==> src/rtl/sdmf_pkg.sv <==
// Shared definitions for the SDMF frame generator: FSM encoding,
// tdata field placement and the payload LFSR constants/step function.
package sdmf_pkg;

  // Frame generator sequencing states
  typedef enum logic [2:0] {
    ST_IDLE = 3'd0,
    ST_HDR  = 3'd1,
    ST_DATA = 3'd2,
    ST_GAP  = 3'd3,
    ST_DONE = 3'd4
  } sdmf_state_e;

  // tdata layout: payload byte at the bottom, then t, then s, zero above
  localparam int TDATA_BYTE_LSB = 0;
  localparam int TDATA_BYTE_W   = 8;
  localparam int TDATA_T_LSB    = 8;

  // Fibonacci LFSR x^16+x^14+x^13+x^11+1, right-shifting form:
  // feedback = q[0]^q[2]^q[3]^q[5], inserted at bit 15
  localparam logic [15:0] LFSR_SEED = 16'hACE1;
  localparam logic [15:0] LFSR_TAPS = 16'h002D;

  function automatic logic [15:0] lfsr16_next(input logic [15:0] q);
    return {^(q & LFSR_TAPS), q[15:1]};
  endfunction

endpackage

==> src/rtl/sdmf_frame_gen_if.sv <==
// Frame/stream bus between the SDMF generator (master) and the SDMF
// ingress under test (slave): frame window, header strobe with frame
// indices, and the AXI-Stream beat channel.
interface sdmf_frame_gen_if #(
  parameter int FDSTI_WIDTH = 32,
  parameter int FDSSI_WIDTH = 2,
  parameter int DATA_WIDTH  = 24
);
  logic                   frame_valid;
  logic                   FI_valid;
  logic [FDSTI_WIDTH-1:0] FDSTI;
  logic [FDSSI_WIDTH-1:0] FDSSI;
  logic                   tvalid;
  logic                   tready;
  logic                   tlast;
  logic [DATA_WIDTH-1:0]  tdata;

  modport master (
    output frame_valid, FI_valid, FDSTI, FDSSI, tvalid, tlast, tdata,
    input  tready
  );

  modport slave (
    input  frame_valid, FI_valid, FDSTI, FDSSI, tvalid, tlast, tdata,
    output tready
  );
endinterface

==> src/rtl/sdmf_lfsr16.sv <==
// 16-bit payload LFSR: loads the seed, advances one step per accepted beat.
module sdmf_lfsr16
  import sdmf_pkg::*;
(
  input  logic        clk,
  input  logic        reset,
  input  logic        load_i,
  input  logic        step_i,
  output logic [15:0] q_o
);

  logic [15:0] lfsr_q;

  // Seed on load, otherwise step when a beat is consumed
  always_ff @(posedge clk or posedge reset) begin
    if (reset) begin
      lfsr_q <= 16'h0000;
    end else if (load_i) begin
      lfsr_q <= LFSR_SEED;
    end else if (step_i) begin
      lfsr_q <= lfsr16_next(lfsr_q);
    end
  end

  assign q_o = lfsr_q;

endmodule

==> src/rtl/sdmf_frame_gen.sv <==
// SDMF frame generator: emits a run of num_frames frames, each a
// frame_valid window opened by a 1-cycle FI_valid header followed by
// 2^(S_BITS+T_BITS) AXI-S beats, with gap_cycles extra idle cycles
// between frames. Frame indices and payload come from a free-running
// beat counter that only reset clears.
// Optional build macro SDMF_GEN_LFSR_EN adds lfsr_mode_i, selecting an
// LFSR payload byte instead of the counter byte.
module sdmf_frame_gen
  import sdmf_pkg::*;
#(
  parameter int FDSTI_WIDTH = 32,
  parameter int FDSSI_WIDTH = 2,
  parameter int DATA_WIDTH  = 24,
  parameter int S_BITS      = 2,
  parameter int T_BITS      = 2,
  parameter int CNT_WIDTH   = 16,
  parameter int GAP_WIDTH   = 8
) (
  input  logic                 clk,
  input  logic                 reset,
  input  logic                 start_i,
  input  logic [CNT_WIDTH-1:0] num_frames_i,
  input  logic [GAP_WIDTH-1:0] gap_cycles_i,
`ifdef SDMF_GEN_LFSR_EN
  input  logic                 lfsr_mode_i,
`endif
  output logic                 busy_o,
  output logic                 done_o,
  output logic [CNT_WIDTH-1:0] frames_sent_o,
  sdmf_frame_gen_if.master     bus
);

  localparam int ST_W = S_BITS + T_BITS;
  localparam int BC_W = FDSTI_WIDTH + FDSSI_WIDTH + ST_W;

  sdmf_state_e          state_q;
  logic [BC_W-1:0]      bc_q;
  logic [BC_W-1:0]      bc_d;
  logic [CNT_WIDTH-1:0] frames_sent_q;
  logic [CNT_WIDTH-1:0] num_frames_q;
  logic [GAP_WIDTH-1:0] gap_cycles_q;
  logic [GAP_WIDTH-1:0] gap_cnt_q;
  logic                 busy_q;
  logic                 done_q;
  logic                 frame_valid_q;
  logic                 fi_valid_q;
  logic                 tvalid_q;
  logic                 tlast_q;
  logic                 beat_acc_s;
  logic                 start_ok_s;
  logic [7:0]           low_byte_s;
  logic [DATA_WIDTH-1:0] tdata_s;

  assign beat_acc_s = tvalid_q & bus.tready;
  assign start_ok_s = start_i & ((state_q == ST_IDLE) | (state_q == ST_DONE));

  // Beat counter advance: one step per accepted beat, natural wrap
  always_comb begin
    bc_d = bc_q;
    if (beat_acc_s) begin
      bc_d = bc_q + BC_W'(1);
    end else begin
      bc_d = bc_q;
    end
  end

  // Free-running beat counter register, cleared only by reset
  always_ff @(posedge clk or posedge reset) begin
    if (reset) begin
      bc_q <= '0;
    end else begin
      bc_q <= bc_d;
    end
  end

  // Run sequencing with registered framing, status and handshake outputs
  always_ff @(posedge clk or posedge reset) begin
    if (reset) begin
      state_q       <= ST_IDLE;
      frames_sent_q <= '0;
      num_frames_q  <= '0;
      gap_cycles_q  <= '0;
      gap_cnt_q     <= '0;
      busy_q        <= 1'b0;
      done_q        <= 1'b0;
      frame_valid_q <= 1'b0;
      fi_valid_q    <= 1'b0;
      tvalid_q      <= 1'b0;
      tlast_q       <= 1'b0;
    end else begin
      case (state_q)
        ST_IDLE, ST_DONE: begin
          if (start_ok_s) begin
            num_frames_q  <= num_frames_i;
            gap_cycles_q  <= gap_cycles_i;
            frames_sent_q <= '0;
            if (num_frames_i == '0) begin
              state_q <= ST_DONE;
              busy_q  <= 1'b0;
              done_q  <= 1'b1;
            end else begin
              state_q       <= ST_HDR;
              busy_q        <= 1'b1;
              done_q        <= 1'b0;
              frame_valid_q <= 1'b1;
              fi_valid_q    <= 1'b1;
            end
          end
        end
        ST_HDR: begin
          state_q    <= ST_DATA;
          fi_valid_q <= 1'b0;
          tvalid_q   <= 1'b1;
          tlast_q    <= &bc_q[ST_W-1:0];
        end
        ST_DATA: begin
          if (beat_acc_s) begin
            if (tlast_q) begin
              frames_sent_q <= frames_sent_q + CNT_WIDTH'(1);
              tvalid_q      <= 1'b0;
              tlast_q       <= 1'b0;
              frame_valid_q <= 1'b0;
              if (frames_sent_q + CNT_WIDTH'(1) == num_frames_q) begin
                state_q <= ST_DONE;
                busy_q  <= 1'b0;
                done_q  <= 1'b1;
              end else begin
                state_q   <= ST_GAP;
                gap_cnt_q <= gap_cycles_q;
              end
            end else begin
              tlast_q <= &bc_d[ST_W-1:0];
            end
          end
        end
        ST_GAP: begin
          if (gap_cnt_q == '0) begin
            state_q       <= ST_HDR;
            frame_valid_q <= 1'b1;
            fi_valid_q    <= 1'b1;
          end else begin
            gap_cnt_q <= gap_cnt_q - GAP_WIDTH'(1);
          end
        end
        default: begin
          state_q <= ST_IDLE;
        end
      endcase
    end
  end

`ifdef SDMF_GEN_LFSR_EN
  logic [15:0] lfsr_s;
  logic        lfsr_mode_q;

  sdmf_lfsr16 u_lfsr (
    .clk    (clk),
    .reset  (reset),
    .load_i (start_ok_s),
    .step_i (beat_acc_s),
    .q_o    (lfsr_s)
  );

  // Payload mode is fixed for the duration of a run
  always_ff @(posedge clk or posedge reset) begin
    if (reset) begin
      lfsr_mode_q <= 1'b0;
    end else if (start_ok_s) begin
      lfsr_mode_q <= lfsr_mode_i;
    end
  end

  assign low_byte_s = lfsr_mode_q ? lfsr_s[7:0] : bc_q[7:0];
`else
  assign low_byte_s = bc_q[7:0];
`endif

  // Assemble tdata from the beat counter fields; upper bits stay zero
  always_comb begin
    tdata_s = '0;
    tdata_s[TDATA_BYTE_LSB +: TDATA_BYTE_W]  = low_byte_s;
    tdata_s[TDATA_T_LSB +: T_BITS]           = bc_q[0 +: T_BITS];
    tdata_s[TDATA_T_LSB + T_BITS +: S_BITS]  = bc_q[T_BITS +: S_BITS];
  end

  assign bus.frame_valid = frame_valid_q;
  assign bus.FI_valid    = fi_valid_q;
  assign bus.FDSSI       = bc_q[ST_W +: FDSSI_WIDTH];
  assign bus.FDSTI       = bc_q[ST_W + FDSSI_WIDTH +: FDSTI_WIDTH];
  assign bus.tvalid      = tvalid_q;
  assign bus.tlast       = tlast_q;
  assign bus.tdata       = tdata_s;
  assign busy_o          = busy_q;
  assign done_o          = done_q;
  assign frames_sent_o   = frames_sent_q;

endmodule

==> src/flat_wrapper.sv <==
// flat-port wrapper written by rule: the top's interface ports become plain ports
module sdmf_frame_gen_flat import sdmf_pkg::*;
#(
  parameter int FDSTI_WIDTH = 32,
  parameter int FDSSI_WIDTH = 2,
  parameter int DATA_WIDTH  = 24,
  parameter int S_BITS      = 2,
  parameter int T_BITS      = 2,
  parameter int CNT_WIDTH   = 16,
  parameter int GAP_WIDTH   = 8
)
  (clk, reset, start_i, num_frames_i, gap_cycles_i, busy_o, done_o, frames_sent_o, bus_frame_valid, bus_FI_valid, bus_FDSTI, bus_FDSSI, bus_tvalid, bus_tlast, bus_tdata, bus_tready);
  sdmf_frame_gen_if #(.FDSTI_WIDTH(FDSTI_WIDTH), .FDSSI_WIDTH(FDSSI_WIDTH), .DATA_WIDTH(DATA_WIDTH)) bus_i ();
  input  logic clk;
  input  logic reset;
  input  logic start_i;
  input  logic [CNT_WIDTH-1:0] num_frames_i;
  input  logic [GAP_WIDTH-1:0] gap_cycles_i;
  output logic busy_o;
  output logic done_o;
  output logic [CNT_WIDTH-1:0] frames_sent_o;
  output wire logic [$bits(bus_i.frame_valid)-1:0] bus_frame_valid;
  output wire logic [$bits(bus_i.FI_valid)-1:0] bus_FI_valid;
  output wire logic [$bits(bus_i.FDSTI)-1:0] bus_FDSTI;
  output wire logic [$bits(bus_i.FDSSI)-1:0] bus_FDSSI;
  output wire logic [$bits(bus_i.tvalid)-1:0] bus_tvalid;
  output wire logic [$bits(bus_i.tlast)-1:0] bus_tlast;
  output wire logic [$bits(bus_i.tdata)-1:0] bus_tdata;
  input wire logic [$bits(bus_i.tready)-1:0] bus_tready;
  assign bus_frame_valid = bus_i.frame_valid;
  assign bus_FI_valid = bus_i.FI_valid;
  assign bus_FDSTI = bus_i.FDSTI;
  assign bus_FDSSI = bus_i.FDSSI;
  assign bus_tvalid = bus_i.tvalid;
  assign bus_tlast = bus_i.tlast;
  assign bus_tdata = bus_i.tdata;
  assign bus_i.tready = bus_tready;
  sdmf_frame_gen #(.FDSTI_WIDTH(FDSTI_WIDTH), .FDSSI_WIDTH(FDSSI_WIDTH), .DATA_WIDTH(DATA_WIDTH), .S_BITS(S_BITS), .T_BITS(T_BITS), .CNT_WIDTH(CNT_WIDTH), .GAP_WIDTH(GAP_WIDTH)) u_core (.clk(clk), .reset(reset), .start_i(start_i), .num_frames_i(num_frames_i), .gap_cycles_i(gap_cycles_i), .busy_o(busy_o), .done_o(done_o), .frames_sent_o(frames_sent_o), .bus(bus_i));
endmodule
==> config.mk <==
export PLATFORM = sky130hd
export DESIGN_NAME = sdmf_frame_gen_flat
export DESIGN_NICKNAME = d
export VERILOG_FILES = /design/src/rtl/sdmf_pkg.sv /design/src/rtl/sdmf_frame_gen_if.sv /design/src/rtl/sdmf_lfsr16.sv /design/src/rtl/sdmf_frame_gen.sv /design/src/flat_wrapper.sv
export SDC_FILE = /design/constraint.sdc
export NUM_CORES = 1
export LEC_CHECK = 0
export CAP_MARGIN = 10
export CORE_MARGIN = 2
export CORE_UTILIZATION = 45
export DETAILED_ROUTE_END_ITERATION = 12
export HOLD_SLACK_MARGIN = 0.15
export PLACE_DENSITY_LB_ADDON = 0.2
export SLEW_MARGIN = 20
export SYNTH_ARGS = -nofsm -noshare
export SYNTH_HDL_FRONTEND = slang
export SYNTH_SLANG_ARGS = --single-unit
==> constraint.sdc <==
create_clock -name clk -period 3.5 [get_ports clk]
set_input_delay 0.35 -clock clk [delete_from_list [all_inputs] [get_ports clk]]
set_output_delay 0.35 -clock clk [all_outputs]
set_load 0.01 [all_outputs]
==> run_results.csv, run 1 <==
group,metric,value,unit
run_status,outcome,"completed",
grt,track_usage,0.206,
clock_network,clk_pin_slew,0.07,ns
setup_path,cp.arrival,3.15,ns
synthesis,async_flop_share,1.00,
setup_path,critical_path_class,"reg2reg",
die,die_w,110,um
place,portBuffers,95,
synthesis,synthTopCellsByCount,"124 x nand2_1, 95 x dfrtp_1, 38 x xnor2_1, 33 x nor2_1, 30 x o21ai_0",
final_layout,final_nets,674,
die,ioPinCount,108,
detailed_routing,vias,4219,
detailed_routing,final_antenna_net_count,0,
timing,skew,0.00947,ns
place,placedCellCount,771,
setup_path,cp_slowest_cell,"nor4_2",
timing,grt_setup_unrepaired,"no",
setup_path,cp-end-kind,"flop",
power,p_per_area,639,nW/um^2
power,finalPower,4.05,mW
synthesis,yosysSeqAreaShare,0.469,
die,dieArea,12100,um^2
clock_network,cts-resized-gates,0,
synthesis,synth-compound-area-share,0.108,
setup_path,crit_fanout,8,
final_layout,drive_above_1_share,0.0618,
clock_network,cts.sinks,95,
clock_network,h-tree-depth,3,
clock_network,cts_buffer_depth,2,
place,gp_congestion,0.850,
setup_path,required,3.74,ns
place,place_hpwl,8.53,mm
detailed_routing,drt_wl_total,11.6,mm
synthesis,synth_seq_cells,95,
synthesis,synth_xor_area_frac,0.102,
synthesis,synthAdderAreaFrac,0.00986,
grt,grt_pass1_vias,4106,
grt,antenna_found_initial,0,
clock_network,root_buffer,"clkbuf_16",
final_layout,diodes,0,
setup_path,slowest_delay,0.52,ns
clock_network,holdBufCountCts,0,
timing,worst_hold_slack,0.483,ns
grt,grt_pass1_wl,19.5,mm
timing,slew-limit-headroom,0.293,
power,comb_power_share,0.348,
synthesis,yosysWarnings,0,
synthesis,synth_simple_gate_area_frac,0.246,
detailed_routing,viasPerCell,5.36,
detailed_routing,first_iter_violations,260,
setup_path,worstSetupStartpointType,"flop",
power,vdd_drop_max,0.279,mV
synthesis,synthMuxAreaShare,0.00518,
clock_network,cts_tree,"yes",
power,internal-power,2.58,mW
min_path,min_path_type,"reg2reg",
final_layout,syn2layout_area_growth,24.8,%
die,initial_core_util,0.464,
clock_network,post_cts_buffers,0,
synthesis,synth_edf_count,0,
synthesis,synth_most_common_cell,"nand2_1",
timing,fmax,344,MHz
run,drv_cap,0,
synthesis,synth_top_family_by_area,"simple AND/OR/NAND/NOR gates",
grt,overflow,0,
final_layout,fin_cells,787,
grt,grt_max_degree,54,
power,leakage,2.76,nW
synthesis,synth_top_area_share,0.469,
die,num_rows,38,
timing,tns,0,ns
setup_path,path_buf_inv,0,
timing,tightest_slew,1.05,ns
detailed_routing,drt_pass1_iterations,5,
synthesis,syn_inst,562,
synthesis,syn-cell-area,5070,um^2
timing,setup_viol,0,
timing,drv_slew,0,
synthesis,ys_types,58,
timing,fin_crit,2.91,ns
final_layout,finalInstanceArea,6330,um^2
power,pwr-share-clk,0.244,
detailed_routing,post_drt_wl_per_cell,14.7,um
power,p_sw,1.47,mW
timing,hold_viol,0,
die,core,10900,um^2
synthesis,synth_top_flop_cell,"dfrtp_1",
power,seqPwrFrac,0.408,
power,swShare,0.364,
detailed_routing,drc,0,
clock_network,cts_buffers,9,
synthesis,avgSynthCellArea,9.03,um^2
setup_path,cp_top_family,"simple AND/OR/NAND/NOR gates",
timing,fin_crit_sh,0.830,
setup_path,crit_chain,"ha_1, nand3_1, nor4_2, or4_1, o311ai_1, o2111ai_4, and2_4, mux2_4",
place,place_area,6030,um^2
clock_network,clkLatencyLatePin,0.35,ns
synthesis,yosys.area.top_type,"dfrtp_1",
synthesis,synth_area_leaders,"dfrtp_1 47%, nand2_1 9.2%, xnor2_1 6.6%",
die,die_height,110,um
[logic make-up after synthesis]
| group | count (synthesis) |
|---|---|
| AO/OA/AOI/OAI | 88 |
| XOR/XNOR | 59 |
| adder cells (fa/ha/maj) | 4 |
| buffers and inverters | 55 |
| flip-flops | 95 |
| multiplexers | 2 |
| other | 1 |
| AND/OR/NAND/NOR | 258 |
[state kept, by name, summed over array words and instances, names as in the netlist]
name and cells:
u_core.bc_q 38, u_core.bus.tlast 1, u_core.done_o 1, u_core.bus.frame_valid 1, u_core.state_q 3, u_core.bus.FI_valid 1
u_core.busy_o 1, u_core.frames_sent_o 16, u_core.gap_cnt_q 8, u_core.bus.tvalid 1, u_core.gap_cycles_q 8, u_core.num_frames_q 16
[routing by layer]
metal	routed length (um)	share of wire	global-route usage
met1	5330	0.46	0.275
met2	5340	0.46	0.330
met3	703	0.061	0.0429
met4	224	0.019	0.0813
met5	0	0	0
[path summary, 6_finish.rpt]
check	startpoint	endpoint	slack, ns	cells after the start
setup / recovery	u_core.frames_sent_o[0]$_DFFE_PP0P_	u_core.gap_cnt_q[5]$_DFFE_PP0P_	0.59	8
max in group asynchronous	reset	u_core.gap_cycles_q[3]$_DFFE_PP0P_	2.32	3
setup reg to reg	u_core.frames_sent_o[0]$_DFFE_PP0P_	u_core.gap_cnt_q[5]$_DFFE_PP0P_	0.59	8
hold reg to reg	u_core.bc_q[37]$_DFFE_PP0P_	u_core.bc_q[37]$_DFFE_PP0P_	0.48	1
min in group asynchronous	reset	u_core.frames_sent_o[8]$_DFFE_PP0P_	0.51	2
hold / removal	u_core.bc_q[37]$_DFFE_PP0P_	u_core.bc_q[37]$_DFFE_PP0P_	0.48	1
[worst register-to-register path, stage by stage (launching register included)]
cell	delay, ns
dfrtp_1	0.47
ha_1	0.28
nand3_1	0.22
nor4_2	0.52
or4_1	0.20
o311ai_1	0.18
o2111ai_4	0.36
and2_4	0.27
mux2_4	0.30
[stage by stage]
stage	util	setup slack, ns
floorplan	-	0.673
global placement	0.552	0.692
detailed placement	0.552	0.624
CTS	0.579	0.615
global route	0.579	0.384
finish	0.579	0.594
[power groups by stage]
stage,Combinational (mW),Clock [mW],Sequential (mW)
global route,1.58,1.06,1.69
CTS,1.42,1.01,1.65
floorplan,1.03,0,1.60
detailed placement,1.41,0,1.67
finish,1.41,0.989,1.65
global placement,1.38,0,1.65
[layout make-up]
class,instances,area (um^2)
clock buffer,9,225
clock inverter,7,72.6
fill,1003,4600
inverter,13,50.0
multi-input combinational,423,2430
sequential,95,2380
tap,140,175
timing repair buffer,100,1000
[cell usage in the layout, fill, tap and decap left out, types with 6 or more instances in the layout]
cell type and count:
a21oi_1 21, a31oi_1 13, and3_1 6, clkbuf_16 9
clkdlybuf4s50_1 95, conb_1 12, dfrtp_1 95, inv_1 12
nand2_1 124, nand3_1 29, nand4_1 16, nor2_1 33
nor3_1 9, nor4_1 9, o21ai_0 30, xnor2_1 38
xor2_1 21
No activity file was read; power rests on OpenSTA's default activity.
==> run 2, diff against run 1 <==
clock period = 2.5 ns   (was 3.5 ns; I/O delays follow)
==> run 2 against run 1 <==
  * Final cell count is 2.7% higher
  * First-iteration DRC count is 6.2% lower
  * Clock power is 42% higher
  * Core utilization is 2.3 points higher
  * Via count is 3.3% higher
  * Sequential share of layout area is 1.4 points lower
  * Sequential cell count stayed put
  * Hold slack worse by 0.092 ns
  * Die area stayed put
  * Maximum frequency is 21% higher
  * Critical path type unchanged
  * Critical endpoint unchanged
  * Largest power group unchanged
  * Highest routed layer unchanged
==> run_results.csv, run 2 (synthesis gave the netlist of run 1 again) <==
group,metric,value,unit
grt,overflow,0,
clock_network,h-tree-depth,3,
detailed_routing,first_iter_violations,244,
timing,tightest_slew,0.871,ns
die,ioPinCount,108,
die,initial_core_util,0.464,
final_layout,final_core_util,0.602,
place,dp_slack,0.0755,ns
grt,track_usage,0.208,
detailed_routing,vias,4360,
setup_path,slowest_delay,0.56,ns
detailed_routing,drc,0,
detailed_routing,drt_wl_total,12.1,mm
power,p_per_area,886,nW/um^2
place,placedCellCount,789,
final_layout,diodes,0,
clock_network,cts.sinks,95,
place,gp_congestion,0.873,
grt,grt_pass1_vias,4062,
setup_path,path_buf_inv,1,
clock_network,cts_tree,"yes",
setup_path,crit_chain,"buf_4, nand4_4, or4_2, and4b_2, and4_4, o2111ai_4, and2_4, mux2_4",
setup_path,cp_top_family,"simple AND/OR/NAND/NOR gates",
timing,skew,0.00912,ns
timing,slew-limit-headroom,0.418,
clock_network,cts_buffers,9,
final_layout,fin_cells,808,
min_path,min_path_type,"in2async",
final_layout,final_cell_mix,"124 x nand2_1, 95 x clkdlybuf4s50_1, 93 x dfrtp_1, 38 x xnor2_1, 32 x nor2_1",
timing,fin_crit,2.40,ns
final_layout,syn2layout_area_growth,29.8,%
clock_network,clkLatencyLatePin,0.34,ns
final_layout,layout_commonest_cell,"nand2_1",
final_layout,finalInstanceArea,6590,um^2
setup_path,cp-end-kind,"flop",
detailed_routing,dr_wl_met2,5.72,mm
grt,antenna_found_initial,0,
timing,fin_crit_sh,0.962,
place,portBuffers,95,
power,vdd_drop_max,0.573,mV
timing,fmax,416,MHz
timing,drv_slew,0,
setup_path,cp.arrival,2.63,ns
die,die_height,110,um
setup_path,required,2.72,ns
detailed_routing,wl_met1,5.58,mm
timing,finalWorstSetupSlack,0.0951,ns
final_layout,drive_above_1_share,0.105,
setup_path,cp_slowest_cell,"or4_2",
setup_path,critical_path_class,"reg2reg",
die,dieArea,12100,um^2
clock_network,cts_buffer_depth,2,
detailed_routing,viasPerCell,5.40,
setup_path,crit_fanout,8,
detailed_routing,post_drt_wl_per_cell,15.0,um
run,drv_cap,0,
run_status,outcome,"completed",
die,core,10900,um^2
place,place_hpwl,8.66,mm
final_layout,top_register,"u_core.bc_q",
timing,tns,0,ns
setup_path,worstSetupStartpointType,"flop",
timing,grt_setup_unrepaired,"no",
detailed_routing,final_antenna_net_count,0,
timing,hold_viol,0,
place,place_area,6200,um^2
grt,grt_pass1_wl,19.7,mm
clock_network,clk_pin_slew,0.07,ns
final_layout,largest_register_ffs,38,
final_layout,final_nets,695,
detailed_routing,drt_pass1_iterations,6,
power,leakage,2.89,nW
die,die_w,110,um
clock_network,root_buffer,"clkbuf_16",
detailed_routing,maxUsedRoutingLayer,"met4",
setup_path,reg2regPathDepth,8,
detailed_routing,dr_wl_met3,637,um
final_layout,fillerInstances,977,
die,num_rows,38,
grt,grt_max_degree,96,
final_layout,multiInputGateArea,2500,um^2
setup_path,cp.depth,8,
timing,setup_viol,0,
final_layout,regArea,2380,um^2
[run 2: cell count changes in the layout (fill, tap and decap cells not counted), moves of 2 or more]
cell      delta
dfrtp_2      +2
nor4_2       +2
buf_4       +20
dfrtp_1      -2
nor4_1       -3
clkinv_2     -2
[run 2: per-layer routing]
layer / global-route usage / up-vias
li1: - / 2119
met1: 0.287 / 2081
met2: 0.344 / 146
met3: 0.0282 / 14
met4: 0.0571 / 0
met5: 0 / -
[run 2: report_power, final]
part           switching (mW)  total [mW]  internal, mW  leakage, nW
clock network           0.613        1.40         0.788        0.144
registers               0.409        2.32          1.91         1.22
logic                    1.10        2.12          1.02         1.52
[run 2: layout make-up]
type / instances / area share
Tap cell: 140 / 0.0266
Clock buffer: 9 / 0.0342
Timing Repair Buffer: 121 / 0.178
Clock inverter: 7 / 0.0120
Sequential cell: 95 / 0.361
Multi-Input combinational cell: 423 / 0.380
Inverter: 13 / 0.00798
[run 2: tightest hold or removal path, stage by stage]
cell	delay [ns]
clkdlybuf4s50_1	0.44
clkinvlp_4	0.09
buf_12	0.38
[run 2: through the flow]
stage               power (mW)  hold slack [ns]
floorplan                 3.69            0.355
global placement          4.34            0.462
detailed placement        4.40            0.466
CTS                       5.83            0.428
global route              6.25            0.434
finish                    5.84            0.391
[run 2: repair_timing]
action / 4_1_cts / 5_1_grt
hold buffers: 0 / 0
setup buffers: 0 / 3
endpoints found under the setup margin: 0 / 9
gates resized for setup: 0 / 9
[run 2: worst paths after layout]
kind,start,slack (ns),to
max,u_core.frames_sent_o[0]$_DFFE_PP0P_,0.1,u_core.gap_cnt_q[5]$_DFFE_PP0P_
min,reset,0.39,u_core.bc_q[19]$_DFFE_PP0P_
max reg2reg,u_core.frames_sent_o[0]$_DFFE_PP0P_,0.1,u_core.gap_cnt_q[5]$_DFFE_PP0P_
min reg2reg,u_core.gap_cycles_q[2]$_DFFE_PP0P_,0.48,u_core.gap_cycles_q[2]$_DFFE_PP0P_
max in group asynchronous,reset,1.71,u_core.gap_cycles_q[1]$_DFFE_PP0P_
min in group clk,gap_cycles_i[2],0.44,u_core.gap_cycles_q[2]$_DFFE_PP0P_
